**config.mk**
```make
export PLATFORM = sky130hd
export DESIGN_NAME = layer_scheduler
export DESIGN_NICKNAME = d
export VERILOG_FILES = /design/src/rtl/layer_scheduler.sv
export SDC_FILE = /design/constraint.sdc
export NUM_CORES = 1
export LEC_CHECK = 0
export CAP_MARGIN = 20
export CORE_AREA = 2 2 225 227
export DETAILED_ROUTE_END_ITERATION = 10
export DIE_AREA = 0 0 227 229
export HOLD_SLACK_MARGIN = 0.15
export PLACE_DENSITY = 0.69
export SLEW_MARGIN = 20
export SYNTH_ARGS = -nofsm -noshare
export SYNTH_HDL_FRONTEND = slang
export SYNTH_SLANG_ARGS = --single-unit
```
**constraint.sdc**
```tcl
create_clock -name clk -period 4.8 [get_ports clk]
set_input_delay 1.2 -clock clk [delete_from_list [all_inputs] [get_ports clk]]
set_output_delay 1.2 -clock clk [all_outputs]
set_load 0.03 [all_outputs]
```
**src/rtl/layer_scheduler.sv**
```systemverilog
// layer_scheduler: broadcasts a serial input stream to one layer of neurons, gathers their results
// and re-serialises them downstream. Define LAYER_SCHED_ARGMAX_EN for a running argmax of the results.
module layer_scheduler #(
    parameter int unsigned numNeuron = 30,
    parameter int unsigned numInput  = 784,
    parameter int unsigned dataWidth = 16
) (
    input  logic                                                  clk,
    input  logic                                                  rst,
    input  logic [dataWidth-1:0]                                  in_data,
    input  logic                                                  in_valid,
    output logic                                                  in_ready,
    output logic [dataWidth-1:0]                                  neuron_data,
    output logic                                                  neuron_valid,
    input  logic [numNeuron*dataWidth-1:0]                        neuron_out,
    input  logic [numNeuron-1:0]                                  neuron_outvalid,
    output logic [dataWidth-1:0]                                  out_data,
    output logic                                                  out_valid,
    input  logic                                                  out_ready,
    output logic                                                  out_last,
    output logic                                                  busy,
    output logic                                                  err,
    output logic [((numNeuron > 1) ? $clog2(numNeuron) : 1)-1:0]  argmax_idx,
    output logic                                                  argmax_valid
);

    localparam int unsigned IDX_W = (numNeuron > 1) ? $clog2(numNeuron) : 1;
    localparam int unsigned CNT_W = $clog2(numInput + 1);

    typedef enum logic [1:0] {FEED, WAIT, DRAIN} state_t;

    state_t                 state;
    state_t                 state_nxt;
    logic [CNT_W-1:0]       in_cnt;
    logic [IDX_W-1:0]       out_idx;
    logic [numNeuron-1:0]   mask;
    logic [dataWidth-1:0]   res_buf [numNeuron];
    logic [numNeuron-1:0]   take;
    logic                   in_hs;
    logic                   out_hs;
    logic                   in_last;
    logic                   out_end;
    logic                   all_done;

    assign in_hs    = in_valid && in_ready;
    assign out_hs   = out_valid && out_ready;
    assign in_last  = (in_cnt == CNT_W'(numInput - 1));
    assign out_end  = (out_idx == IDX_W'(numNeuron - 1));
    // Only first-time strobes inside WAIT are captured; repeats and stray pulses are dropped.
    assign take     = (state == WAIT) ? (neuron_outvalid & ~mask) : '0;
    assign all_done = &(mask | neuron_outvalid);

    always_ff @(posedge clk) begin
        if (rst) begin
            state <= FEED;
        end else begin
            state <= state_nxt;
        end
    end

    always_comb begin
        state_nxt = state;
        in_ready  = 1'b0;
        out_valid = 1'b0;
        out_last  = 1'b0;
        out_data  = '0;
        busy      = (in_cnt != '0);
        case (state)
            FEED: begin
                in_ready = 1'b1;
                if (in_valid && in_last) state_nxt = WAIT;
            end
            WAIT: begin
                busy = 1'b1;
                if (all_done) state_nxt = DRAIN;
            end
            DRAIN: begin
                busy      = 1'b1;
                out_valid = 1'b1;
                out_data  = res_buf[out_idx];
                out_last  = out_end;
                if (out_ready && out_end) state_nxt = FEED;
            end
            default: state_nxt = FEED;
        endcase
    end

    // Input broadcast, result bookkeeping and sticky protocol error.
    always_ff @(posedge clk) begin
        if (rst) begin
            in_cnt       <= '0;
            out_idx      <= '0;
            mask         <= '0;
            neuron_data  <= '0;
            neuron_valid <= 1'b0;
            err          <= 1'b0;
        end else begin
            neuron_valid <= in_hs;
            if (in_hs) begin
                neuron_data <= in_data;
                in_cnt      <= in_last ? '0 : in_cnt + CNT_W'(1);
            end
            mask <= mask | take;
            if (out_hs) begin
                if (out_end) begin
                    out_idx <= '0;
                    mask    <= '0;
                end else begin
                    out_idx <= out_idx + IDX_W'(1);
                end
            end
            if ((state != WAIT) ? (|neuron_outvalid) : (|(neuron_outvalid & mask))) begin
                err <= 1'b1;
            end
        end
    end

    always_ff @(posedge clk) begin
        for (int i = 0; i < numNeuron; i++) begin
            if (take[i]) res_buf[i] <= neuron_out[i*dataWidth +: dataWidth];
        end
    end

`ifdef LAYER_SCHED_ARGMAX_EN
    logic signed [dataWidth-1:0] max_val;
    logic [IDX_W-1:0]            max_idx;
    logic                        new_max;

    // Strict compare so a tie keeps the earlier (lower) index.
    assign new_max = (out_idx == '0) || ($signed(out_data) > max_val);

    always_ff @(posedge clk) begin
        if (rst) begin
            max_val      <= '0;
            max_idx      <= '0;
            argmax_idx   <= '0;
            argmax_valid <= 1'b0;
        end else begin
            argmax_valid <= out_hs && out_end;
            if (out_hs) begin
                if (new_max) begin
                    max_val <= $signed(out_data);
                    max_idx <= out_idx;
                end
                if (out_end) argmax_idx <= new_max ? out_idx : max_idx;
            end
        end
    end
`else
    assign argmax_idx   = '0;
    assign argmax_valid = 1'b0;
`endif

endmodule
```
==> flow_summary.html <==
<table>
<tr><th>Metric</th><th>Value</th></tr>
<tr><th colspan="2">Worst setup path</th></tr>
<tr><td>R2R depth</td><td>4</td></tr>
<tr><td>Reg2Reg Capture Point</td><td>res_buf[10][5]</td></tr>
<tr><td>Type of element capturing the critical path</td><td>output port</td></tr>
<tr><td>Critical path destination</td><td>out_data[8]</td></tr>
<tr><td>Internal reg-to-reg setup slack</td><td>2230 ps</td></tr>
<tr><td>Critical R2R Launch</td><td>state[1]</td></tr>
<tr><td>Worst Path Arrival</td><td>3450 ps</td></tr>
<tr><td>Element type at the critical path start</td><td>register</td></tr>
<tr><td>Delay contributed by the slowest stage of the critical path</td><td>700 ps</td></tr>
<tr><td>Maximum fanout along the worst path</td><td>59</td></tr>
<tr><td>Class of the most critical setup path</td><td>reg -&gt; out</td></tr>
<tr><td>Worst Path Required</td><td>~3600 ps</td></tr>
<tr><td>Critical path, cell by cell</td><td>buf_16 -&gt; mux4_2 -&gt; mux2i_1 -&gt; nor2_1 -&gt; a21oi_1 -&gt; o21ai_1 -&gt; clkdlybuf4s50_1</td></tr>
<tr><td>CP max-delay cell</td><td>clkdlybuf4s50_1</td></tr>
<tr><th colspan="2">Timing</th></tr>
<tr><td>Final sum of negative setup slack</td><td>0 ps</td></tr>
<tr><td>Final period util</td><td>97.0%</td></tr>
<tr><td>Post-route minimum period</td><td>4650 ps</td></tr>
<tr><td>Final worst setup slack</td><td>146 ps</td></tr>
<tr><td>Final Hold Fails</td><td>0</td></tr>
<tr><td>Unrepaired setup endpoints after global routing</td><td>no</td></tr>
<tr><td>Final number of setup-violating endpoints</td><td>0</td></tr>
<tr><td>Fin. max-slew vios</td><td>0</td></tr>
<tr><td>Clk_skew</td><td>approximately 18 ps</td></tr>
<tr><td>F_max</td><td>215 MHz</td></tr>
<tr><td>Worst rel slew slack</td><td>28.0%</td></tr>
<tr><td>Worst-margin pin slew</td><td>about 1100 ps</td></tr>
<tr><th colspan="2">Detailed routing</th></tr>
<tr><td>Via density per instance</td><td>approximately 5.6</td></tr>
<tr><td>Antenna-violating nets left</td><td>0</td></tr>
<tr><td>Wire per inst</td><td>29.3 um</td></tr>
<tr><td>Via total after detailed routing</td><td>14000</td></tr>
<tr><td>Post-route DRC violation count</td><td>0</td></tr>
<tr><td>Total wirelength of the detailed-routed design</td><td>73.8 mm</td></tr>
<tr><td>First drt pass iteration count</td><td>5</td></tr>
<tr><td>Initial drt markers</td><td>1487</td></tr>
<tr><th colspan="2">Global route</th></tr>
<tr><td>Global route total overflow</td><td>0</td></tr>
<tr><td>Global-route usage over all layers</td><td>28.3%</td></tr>
<tr><td>Largest net degree at the start of global routing</td><td>65</td></tr>
<tr><td>Number of antenna violations at the first check in global routing</td><td>18</td></tr>
<tr><td>First-pass GRT wire length</td><td>102 mm</td></tr>
<tr><td>Vias in the first global route</td><td>14000</td></tr>
<tr><th colspan="2">Clock network</th></tr>
<tr><td>Number of clock buffers inserted by TritonCTS</td><td>56</td></tr>
<tr><td>Source-to-sink clock delay at the later pin of the worst-skew pair</td><td>610 ps</td></tr>
<tr><td>Clock edge transition at the registers on the reported setup and hold paths</td><td>70 ps</td></tr>
<tr><td>Setup repair bufs after CTS</td><td>0</td></tr>
<tr><td>CTS max path bufs</td><td>3</td></tr>
<tr><td>CTS tree</td><td>built</td></tr>
<tr><td>Number of hold buffers added after CTS</td><td>0</td></tr>
<tr><td>Clock tree root buffer cell</td><td>clkbuf_16</td></tr>
<tr><td>CTS H-tree depth</td><td>2</td></tr>
<tr><td>Clock tree sinks</td><td>550</td></tr>
<tr><th colspan="2">Floorplan</th></tr>
<tr><td>Starting utilization of the core area</td><td>43.0%</td></tr>
<tr><td>Die Y</td><td>~230 um</td></tr>
<tr><td>Die ar.</td><td>52000 um2</td></tr>
<tr><td>IO Count</td><td>574</td></tr>
<tr><td>Total core area</td><td>between 40000 and 50000 um2</td></tr>
<tr><td>Site Rows</td><td>82</td></tr>
<tr><td>Width of the die</td><td>227 um</td></tr>
<tr><th colspan="2">Status</th></tr>
<tr><td>Result of the run</td><td>completed</td></tr>
<tr><th colspan="2">Final layout</th></tr>
<tr><td>Nets</td><td>roughly 2300</td></tr>
<tr><td>Most frequent cells in the layout</td><td>clkdlybuf4s50_1, edfxtp_1, mux4_2</td></tr>
<tr><td>Design Area, Final</td><td>29800 um2</td></tr>
<tr><td>Core Util, Final</td><td>60.0%</td></tr>
<tr><td>Number of filler cells placed in the layout</td><td>3758</td></tr>
<tr><td>Fraction of final layout cells with drive strength greater than 1</td><td>between 10% and 20%</td></tr>
<tr><td>Most frequent standard cell in the layout excluding fill and tap cells</td><td>clkdlybuf4s50_1</td></tr>
<tr><td>Growth of design area from synthesis to finish</td><td>39.8%</td></tr>
<tr><th colspan="2">Yosys</th></tr>
<tr><td>Post-synth EDFFs</td><td>480</td></tr>
<tr><td>Library cell occupying the most area in the post-synthesis netlist</td><td>edfxtp_1</td></tr>
<tr><td>Syn Std Cell Area</td><td>21300 um2</td></tr>
<tr><td>Proportion of synthesized chip area in sequential cells</td><td>between 70% and 80%</td></tr>
<tr><td>Number of cells produced by synthesis</td><td>1178</td></tr>
<tr><td>Synth Area per Inst</td><td>18.1 um2</td></tr>
<tr><td>Number of synthesized register bits</td><td>550</td></tr>
<tr><td>Number of distinct library cells after synthesis</td><td>38</td></tr>
<tr><td>Area share of the largest cell type after synthesis</td><td>about two thirds</td></tr>
<tr><td>Async set-or-reset flop fraction in the synthesized netlist</td><td>0%</td></tr>
<tr><td>Ranking of synthesized cells by area</td><td>edfxtp_1, mux4_2, dfxtp_1</td></tr>
<tr><td>Top FF cell, synth</td><td>edfxtp_1</td></tr>
<tr><td>Number of warnings printed during yosys synthesis</td><td>0</td></tr>
<tr><th colspan="2">Place</th></tr>
<tr><td>Global placer's final weighted congestion</td><td>0.963</td></tr>
<tr><td>HPWL after detailed placement</td><td>54.5 mm</td></tr>
<tr><td>Cell area after placement</td><td>27900 um2</td></tr>
<tr><td>Port Buf Inserts</td><td>567</td></tr>
<tr><td>Setup WS pre-CTS</td><td>782 ps</td></tr>
<tr><th colspan="2">Hold path</th></tr>
<tr><td>Hold crit path type</td><td>reg -&gt; reg</td></tr>
<tr><th colspan="2">Power</th></tr>
<tr><td>Cell internal pwr</td><td>roughly 0.0095 W</td></tr>
<tr><td>Power dissipated by switching net loads</td><td>0.00346 W</td></tr>
<tr><td>IR drop worst, VDD</td><td>approximately 0.28 mV</td></tr>
<tr><td>Power density relative to cell area</td><td>433 nW/um2</td></tr>
<tr><td>Relative contribution of the clock network to total power</td><td>34.2%</td></tr>
<tr><td>Sequential power share</td><td>between 40% and 50%</td></tr>
<tr><td>Share of total power in combinational logic</td><td>19.3%</td></tr>
<tr><td>Share of total power consumed by net switching</td><td>26.8%</td></tr>
<tr><td>Leakage component of the power</td><td>9.70 nW</td></tr>
<tr><th colspan="2">Job</th></tr>
<tr><td>Count of max-cap constraint violations</td><td>0</td></tr>
</table>
critical path, delay by kind of cell, from the launching register on:
kind                   cells  cell delay [ps]
AO/OA/AOI/OAI              2              200
buffers and inverters      2             1040
flip-flops                 1              390
multiplexers               2             1000
AND/OR/NAND/NOR            1               90
Yosys cell counts, types with 2 or more instances:
cell,instances
a21oi_1,83
a22oi_1,13
and2_1,2
and3_1,2
buf_1,15
buf_2,11
buf_4,8
buf_6,6
clkbuf_1,23
dfxtp_1,70
edfxtp_1,480
ha_1,7
inv_1,9
mux2i_1,33
mux4_2,128
nand2_1,92
nand3_1,5
nand4_1,9
nor2_1,108
nor3_1,4
nor4_1,12
o21ai_1,17
o22ai_1,15
or4_1,3
xnor2_1,3
xor2_1,8
power by group through the flow:
stage | registers (W) | clock network, W | logic [W]
3_5_place_dp | 0.00609 | 0 | 0.00250
5_1_grt | 0.00603 | 0.00466 | 0.00265
4_1_cts | 0.00599 | 0.00447 | 0.00252
3_3_place_gp | 0.00609 | 0 | 0.00248
2_1_floorplan | 0.00603 | 0 | 0.00125
6_report | 0.00600 | 0.00442 | 0.00250
worst min path at each step:
| stage | startpoint | end | slack, ps | cells past startpoint |
|---|---|---|---|---|
| finish | neuron_data[8] | neuron_data[8] | 460 | 2 |
| global route | neuron_data[3] | neuron_data[3] | 480 | 2 |
| CTS | neuron_data[1] | neuron_data[1] | 460 | 2 |
| detailed placement | neuron_data[1] | neuron_data[1] | 450 | 2 |
| global placement | neuron_data[0] | neuron_data[0] | 440 | 2 |
| floorplan | state[0] | state[0] | 450 | 2 |
area by class of cell:
class | count | area (um2) | area share, %
inverter | 9 | 33.8 | 0.113
clock inverter | 30 | 314 | 1.05
sequential | 550 | 15800 | 53.1
multi-input combinational | 561 | 5230 | 17.5
clock buffer | 73 | 1530 | 5.12
tap | 672 | 841 | 2.82
timing repair buffer | 603 | 6000 | 20.1
antenna | 16 | 40.0 | 0.134
metrics by stage:
step / std cells / hold slack (ps) / power, W
3_3_place_gp: 2395 / 443 / 0.00856
6_report: 2514 / 460 / 0.0129
2_1_floorplan: 1183 / 452 / 0.00727
5_1_grt: 2512 / 476 / 0.0133
4_1_cts: 2498 / 461 / 0.0130
3_5_place_dp: 2395 / 449 / 0.00859
cells by family (layout without fill, tap and decap cells):
family,after synthesis,count (layout),synth area share [%]
adders and majority gates,7,7,0.411
muxes,161,161,15.1
and+or+nand+nor,242,242,4.75
AOI/OAI and AO/OA,134,134,3.48
xor gates and xnor gates,11,11,0.452
buffers and inverters,72,715,1.68
DFF,550,550,74.1
other,1,22,0.0176
flip-flops by register name (all words and copies together) (netlist names), named ones only:
| signal | flops |
|---|---|
| state | 2 |
| res_buf | 480 |
| in_cnt | 10 |
| out_idx | 5 |
| neuron_valid | 1 |
| neuron_data | 16 |
| err | 1 |
| mask | 30 |
layer usage:
metal	GRT usage, %	wire (um)	part of all wire, %
met1	37.8	28800	39
met2	45.2	35500	48
met3	7.06	7210	9.8
met4	9.68	2230	3.0
met5	0	37	0.050
repair_timing:
item	in CTS	in global routing
hold endpoints to repair	0	0
endpoints found under the setup margin	0	1
resized for setup	0	1
Note: power is estimated with default switching activity, not from simulation.
